$ cat config.mk
export PLATFORM = sky130hd
export DESIGN_NAME = chu_vga_platform_core
export DESIGN_NICKNAME = d
export VERILOG_FILES = /design/src/rtl/chu_vga_platform_core.sv
export SDC_FILE = /design/constraint.sdc
export NUM_CORES = 2
export LEC_CHECK = 0
export CORE_UTILIZATION = 45
export DETAILED_ROUTE_END_ITERATION = 16
export GPL_TIMING_DRIVEN = 0
export SLEW_MARGIN = 0
export SYNTH_ARGS = -nofsm -noshare
export SYNTH_HDL_FRONTEND = slang
export SYNTH_SLANG_ARGS = --single-unit
$ cat constraint.sdc
create_clock -name clk -period 50.3 [get_ports clk]
set_input_delay 15.09 -clock clk [delete_from_list [all_inputs] [get_ports clk]]
set_output_delay 15.09 -clock clk [all_outputs]
set_load 0.01 [all_outputs]
$ cat src/rtl/chu_vga_platform_core.sv
// Procedural platform renderer: up to 8 double-buffered platforms drawn over the
// incoming pixel stream, with a per-frame sink-and-vanish animation for breaking ones.
module chu_vga_platform_core #(
  parameter int CD = 12,
  parameter int PW = 64,
  parameter int PH = 16
) (
  input  logic          clk,
  input  logic          reset,
  input  logic [10:0]   x,
  input  logic [10:0]   y,
  input  logic          cs,
  input  logic          write,
  input  logic [13:0]   addr,
  input  logic [31:0]   wr_data,
  input  logic [CD-1:0] si_rgb,
  output logic [CD-1:0] so_rgb
);

  localparam logic [10:0] PW_M1 = 11'(PW - 1);
  localparam logic [10:0] PH_M1 = 11'(PH - 1);

  // Platform word layout: [9:0] px, [19:10] py, [21:20] type.
  logic [21:0]   shadow_q [8];
  logic [21:0]   shadow_d [8];
  logic [21:0]   active_q [8];
  logic [21:0]   active_d [8];
  logic [3:0]    sc_q     [8];
  logic [3:0]    sc_d     [8];
  logic [7:0]    sink_q, sink_d;
  logic          en_q, en_d;
  logic          pend_q, pend_d;
  logic          at00_q;
  logic          hit_q, hit_d;
  logic [CD-1:0] col_q, col_d;
  logic [CD-1:0] si_d1_q;
  logic [CD-1:0] so_q;

  logic          at00, tick, we, brk_ok;
  logic [2:0]    brk_idx;
  logic [10:0]   left_w [8];
  logic [10:0]   top_w  [8];
  logic [10:0]   u_w    [8];
  logic [10:0]   v_w    [8];
  logic [7:0]    on_w, border_w;
  logic          unused_w;

  assign unused_w = ^{addr[13:4], wr_data[31:22]};

  function automatic logic [CD-1:0] palette(input logic [1:0] ty, input logic border);
    case (ty)
      2'd1:    return border ? 12'h050 : 12'h0A0;
      2'd2:    return border ? 12'h035 : 12'h08F;
      2'd3:    return border ? 12'h420 : 12'h852;
      default: return '0;
    endcase
  endfunction

  assign at00    = (x == 11'd0) && (y == 11'd0);
  assign tick    = at00 && !at00_q;
  assign we      = cs && write;
  assign brk_idx = wr_data[2:0];
  assign brk_ok  = we && (addr[3:0] == 4'd9) && (active_q[brk_idx][21:20] == 2'd3)
                   && !sink_q[brk_idx];

  // Per-platform hit and shape classification against the active set.
  always_comb begin
    for (int i = 0; i < 8; i++) begin
      left_w[i]   = {1'b0, active_q[i][9:0]};
      top_w[i]    = {1'b0, active_q[i][19:10]} + {6'd0, sc_q[i], 1'b0};
      u_w[i]      = x - left_w[i];
      v_w[i]      = y - top_w[i];
      border_w[i] = (u_w[i] == 11'd0) || (u_w[i] == PW_M1) ||
                    (v_w[i] == 11'd0) || (v_w[i] == PH_M1);
      on_w[i]     = (active_q[i][21:20] != 2'd0) &&
                    (x >= left_w[i]) && (x <= left_w[i] + PW_M1) &&
                    (y >= top_w[i])  && (y <= top_w[i] + PH_M1) &&
                    !(((u_w[i] == 11'd0) || (u_w[i] == PW_M1)) &&
                      ((v_w[i] == 11'd0) || (v_w[i] == PH_M1)));
    end
  end

  // Walk from the highest index down so the lowest hitting index is left standing.
  always_comb begin
    hit_d = 1'b0;
    col_d = '0;
    for (int i = 7; i >= 0; i--) begin
      if (en_q && on_w[i]) begin
        hit_d = 1'b1;
        col_d = palette(active_q[i][21:20], border_w[i]);
      end
    end
  end

  always_comb begin
    shadow_d = shadow_q;
    active_d = active_q;
    sc_d     = sc_q;
    sink_d   = sink_q;
    en_d     = en_q;
    pend_d   = pend_q;

    if (tick && pend_q) begin
      active_d = shadow_q;
      sink_d   = '0;
      pend_d   = 1'b0;
      for (int i = 0; i < 8; i++) sc_d[i] = 4'd0;
    end else begin
      if (tick) begin
        for (int i = 0; i < 8; i++) begin
          if (sink_q[i]) begin
            if (sc_q[i] == 4'd15) begin
              active_d[i][21:20] = 2'd0;
              sink_d[i]          = 1'b0;
              sc_d[i]            = 4'd0;
            end else begin
              sc_d[i] = sc_q[i] + 4'd1;
            end
          end
        end
      end
      // A break landing on a tick restarts the animation without advancing it.
      if (brk_ok) begin
        sink_d[brk_idx] = 1'b1;
        sc_d[brk_idx]   = 4'd0;
      end
    end

    if (we) begin
      if (addr[3] == 1'b0) begin
        shadow_d[addr[2:0]] = wr_data[21:0];
      end else if (addr[3:0] == 4'd8) begin
        en_d = wr_data[0];
        if (wr_data[1]) pend_d = 1'b1;
      end
    end
  end

  always_ff @(posedge clk or posedge reset) begin
    if (reset) begin
      for (int i = 0; i < 8; i++) begin
        shadow_q[i] <= '0;
        active_q[i] <= '0;
        sc_q[i]     <= '0;
      end
      sink_q  <= '0;
      en_q    <= 1'b0;
      pend_q  <= 1'b0;
      at00_q  <= 1'b0;
      hit_q   <= 1'b0;
      col_q   <= '0;
      si_d1_q <= '0;
      so_q    <= '0;
    end else begin
      shadow_q <= shadow_d;
      active_q <= active_d;
      sc_q     <= sc_d;
      sink_q   <= sink_d;
      en_q     <= en_d;
      pend_q   <= pend_d;
      at00_q   <= at00;
      // Stage 1: hit, colour and the upstream pixel captured together.
      hit_q    <= hit_d;
      col_q    <= col_d;
      si_d1_q  <= si_rgb;
      // Stage 2: final mux.
      so_q     <= hit_q ? col_q : si_d1_q;
    end
  end

  assign so_rgb = so_q;

endmodule

* Yosys cells after proc, flatten, opt, wreduce, memory -nomap -nowiden *
Index checks and enable logic that the tools add are counted.

word-level totals
  word-level logic and storage cells = 482
  register bits after elaboration = 432
  output and inout port bits = 12
  bits of input ports = 84

cells by class
  magnitude comparators = 38
  equality and inequality tests = 51
  reductions and logical operators = 161
  bitwise operators = 6
  add/subtract/negate cells = 48
  mux-type cells = 138

operator list
  cell                   number
  $pmux 12 s3            8
  $mux 12                17
  $logic_not 11->1       18
  $bwmux 176             1
  $le 11x11->1           16
  $mux 8                 20
  $mux 32                4
  $add 10x5->11          8
  $add 10x6->11 const B  8
  $add 11x4->11 const B  8
  $eq 11x4->1 const B    8
  $eq 11x6->1 const B    8
  $ge 11x10->1           8
  $ge 11x11->1           8
  $sub 11x10->11         8
  $sub 11x11->11         8
  $mux 4                 17
  $bmux 22 s3            1
  $demux 22 s3           1
  $logic_and 1x1->1      66
  $mux 22                3
  $mux 2                 32
  $reduce_bool 2->1      25
  $eq 4x4->1 const B     10
  other kinds (20)       131

* Logic depth before layout (Yosys ltp) *
  depth after elaboration = 16
  mapped depth = 24
  mapped depth without buffers = 23

* Worst setup path after synthesis *
No wires, ideal clock.

  path kind = input to register
  from = input port x[0]
  to = register col_q[1]
  arrival time = 18.500 ns
  path buffers = 0
  setup time = 0.096 ns
  stages = 15
  slack = 31.705 ns
  required time = 50.204 ns
  cell sequence = inv_1 ha_1 inv_1 fa_1 a211oi_1 nor2_1 xnor2_1 or4_1 and2_1 a2111oi_2 a211oi_1 nor4_2 nand2_1 o221a_1 o31ai_1

between the ends
  cells in the longest elaborated chain, start to end = 15
  elaborated cells on any way between the ends = 160
  those cells by class = 8 x add/sub; 16 x order compare; 8 x eq/ne; 32 x mux; 96 x reduce/logical

RTL lines
  item                                                          line        source
  from (decl)                                                   10          input logic [10:0] x,
  $sub 11x10->11 / $ge 11x10->1 (equally long branches)         71, 76
  $eq 11x6->1 (tied with other cells)                           73, 78
  $logic_or 1x1->1 / $logic_and 1x1->1 (equally long branches)  73, 78, 76
  $logic_or 1x1->1 (tied with other cells)                      73          border_w[i] = (u_w[i] == 11'd0) || (u_w[i] == PW_M1) ||
  $logic_or 1x1->1 (tied with other cells)                      74          (v_w[i] == 11'd0) || (v_w[i] == PH_M1);
  $mux 12 (tied with other cells)                               54          2'd3: return border ? 12'h420 : 12'h852;
  $pmux 12 s3 / $logic_and 1x1->1 (equally long branches)       51, 88
  $mux 12 (7 in series)                                         88          if (en_q && on_w[i]) begin
  $mux 12 (*)                                                   88
  via col_d[1]                                                  35          logic [CD-1:0] col_q, col_d;
  to (signal assigned)                                          164         col_q <= col_d;
  to (decl)                                                     35

The timed path passes the listed nets; every way through them passes the cells marked *.
A chain may end at the register's enable or synchronous reset.

* Worst setup path after layout *
  from = input port y[1]
  to = register col_q[5]

between the ends
  cells in the longest elaborated chain, start to end = 15
  elaborated cells on any way between the ends = 152
  those cells by class = 8 x add/sub; 16 x order compare; 8 x eq/ne; 40 x mux; 80 x reduce/logical

RTL lines
  item                                                                     line  source
  from (decl)                                                              11    input logic [10:0] y,
  parallel branches: the longest is 14 deep, another holds $sub 11x11->11  -
  $mux 12 (*)                                                              88
  via col_d[5]                                                             35

Mark *: on every way through the listed nets, which the timed path passes.

==> impl_metrics.tcl <==
set metrics [dict create \
    status "completed" \
    startpoint "y[1]" \
    grt_max_degree 120 \
    num-nets-final 4519 \
    tightest_slew_ns 1.49 \
    mostFrequentLayoutCell "nand2_1" \
    place_ws_ns 28.31 \
    max-clock-path-buffers 3 \
    ys.flop_type "dfrtp_1" \
    rr_worst_depth 21 \
    dp_hpwl_mm 80.0 \
    arrival_ns 21.88 \
    netlist_area_mm2 0.0347 \
    criticalPathCategory "input port to register" \
    clk_latency_ns 0.60 \
    dieHeight_um 280 \
    p_leak_nw 17.1 \
    layout.cells.most_common_list "nand2_1 (494), dfrtp_1 (429), ha_1 (399)" \
    globalRouteOverflowTotal 0 \
    hold_viol_final 0 \
    grt_pass1_wl_mm 166 \
    clock_skew_ns 0.0174 \
    drt_first_iter_violations 2164 \
    die_width_um 280 \
    cts_tree "yes" \
    drc_errors 0 \
    maxCapViolCount 0 \
    place_congestion 0.970 \
    cts_hold_buffers 0 \
    synth_warnings 0 \
    syn-instance-count 3882 \
    cp-end-kind "register" \
    fin_crit_sh_pct 42.8 \
    coreArea_mm2 0.0761 \
    p_per_area_mw_per_mm2 23.5 \
    grtUsageTotal_pct 27.4 \
    startpoint_type "input port" \
    r2r_start "sc_q[16]" \
    ys_ff_latch 429 \
    wire_per_inst_um 21.3 \
    io_pins 96 \
    via_per_inst 5.89 \
    layout_setup_ws_ns 28.79 \
    yosysSeqAreaShare_pct 30.9 \
    synth_area_leaders "dfrtp_1 (31%), ha_1 (14%), mux2_2 (6.2%)" \
    clk_pin_slew_ns 0.06 \
    maxSlewViolCount 0 \
    first_global_vias 28487 \
    rsz0062_at_grt "no" \
    ff2ff_setup_slack_ns 43.90 \
    cts_resized 0 \
    dr.pass1.iters 6 \
    maxClockFrequency_ghz 0.0465 \
    cp-endpoint "col_q[5]" \
    final_antenna_net_count 0 \
    start_util_pct 45.6 \
    die_area_mm2 0.0782 \
    peakVddDrop_v 0.0000266 \
    maxSlewHeadroom_pct 0.447 \
    rows 101 \
    cp.required_ns 50.67 \
    worstPathMaxFanout 18 \
    rr_endpoint "col_q[11]" \
    fin_util_pct 50.6 \
    postCtsSetupBuffers 0 \
    multi_input_area_mm2 0.0229 \
    hold_class "register to register" \
    synth_area_leader_cell "dfrtp_1" \
    n_fill_cell 7323 \
    syn_nets 4389 \
    regArea_mm2 0.0107 \
    tns_ns 0 \
    n_antenna_cell 0 \
    numCtsBuffers 48 \
    io_buffers 75 \
    clock-sinks 429 \
    drive_gt1_share_pct 8.72 \
    synth_top_area_share_pct 30.9 \
    cts_root_buf "clkbuf_16" \
    antenna_found_initial 6 \
    synth_area_per_cell_um2 8.94 \
    synthToLayoutAreaGrowth_pct 10.9 \
    async_reset_ff_share_pct 100 \
    min_period_ns 21.51 \
    via_count 29922 \
    wl_mm 108 \
    synth_edf_count 0 \
    htreeDepth 2 \
    whs_ns 0.456 \
    setup_viol 0 \
    ys_types 100 \
]
metrics by stage:
stage          instance area, µm²  cells  power [mW]
3_5_place_dp                36800   4991       0.537
3_3_place_gp                36800   4987       0.534
4_1_cts                     38500   5076       0.909
6_report                    38500   5077       0.903
5_1_grt                     38500   5077       0.939
2_1_floorplan               34700   3882       0.485
power breakdown:
group	switching [mW]	internal (mW)	total [mW]
Sequential	0.0150	0.375	0.390
Clock	0.149	0.222	0.371
Combinational	0.0800	0.0616	0.142
worst max-delay path, cell delays in order:
cell             delay, ns
clkdlybuf4s50_1       1.46
inv_1                 0.97
fa_1                  0.70
nand2b_1              0.18
a21oi_1               0.22
nand2_1               0.11
a311oi_1              0.28
o211ai_1              0.14
a211oi_1              0.96
a21oi_1               0.49
clkbuf_1              0.34
o2bb2ai_1             0.21
a311oi_1              0.38
o221ai_1              0.34
routing by layer:
layer	global-route usage (%)	part of all wire, %	vias to the layer above
met3	2.88	5.0	137
met1	38.9	48	14628
met2	44.0	45	735
li1	-	-	14422
met4	7.48	2.7	0
met5	0	0	-
logic make-up after synthesis:
| family | count (synthesis) | share of synthesized area [%] |
|---|---|---|
| AOI/OAI and AO/OA | 869 | 16.5 |
| and+or+nand+nor | 1388 | 19.8 |
| adders and majority gates | 424 | 15.8 |
| buffers and inverters | 291 | 3.20 |
| DFF | 429 | 30.9 |
| xor gates and xnor gates | 264 | 6.74 |
| muxes | 217 | 7.00 |
worst min-delay path by stage:
stage                             start  cells after the start            end
final                      shadow_q[57]                      2   active_q[57]
after global routing      shadow_q[127]                      2  active_q[127]
after detailed placement  shadow_q[127]                      2  active_q[127]
after floorplan           shadow_q[121]                      2  active_q[121]
after global placement    shadow_q[172]                      2  active_q[172]
after CTS                  shadow_q[13]                      2   active_q[13]
registers in the layout (all words and copies together), names as in the netlist:
| name | flops |
|---|---|
| col_q | 9 |
| pend_q | 1 |
| si_d1_q | 12 |
| so_rgb | 12 |
| sc_q | 32 |
| en_q | 1 |
| hit_q | 1 |
| sink_q | 8 |
| shadow_q | 176 |
| active_q | 176 |
| at00_q | 1 |
final cells by class:
cell class                      instances  share of cell area [%]
Timing Repair Buffer                   80                    2.10
Clock inverter                         19                   0.813
Tap cell                             1030                    3.35
Sequential cell                       429                    27.9
Inverter                              192                    1.89
Clock buffer                           66                    3.48
Buffer                                 99                    1.01
Multi-Input combinational cell       3162                    59.5
cells in the mapped netlist, drive strengths merged (11+ instances only):
cell type	count
nand3	130
or4	11
ha	399
a21boi	11
inv	192
fa	24
nor3b	30
nor3	108
nor2	222
o31a	12
clkbuf	81
nand3b	25
nand4b	11
nor2b	62
a31oi	20
nand2	494
o2111ai	15
a2111oi	19
a21oi	197
o31ai	21
nand2b	45
o221ai	18
a21o	50
nand4	73
a211oi	42
nor4	41
mux2	193
buf	18
and3	29
or2	27
o211ai	28
o21bai	11
or3	29
xor2	103
xnor2	161
dfrtp	429
o21ai	239
o21a	45
and2	13
mux2i	23
o22ai	20
No activity file was read; power rests on OpenSTA's default activity.
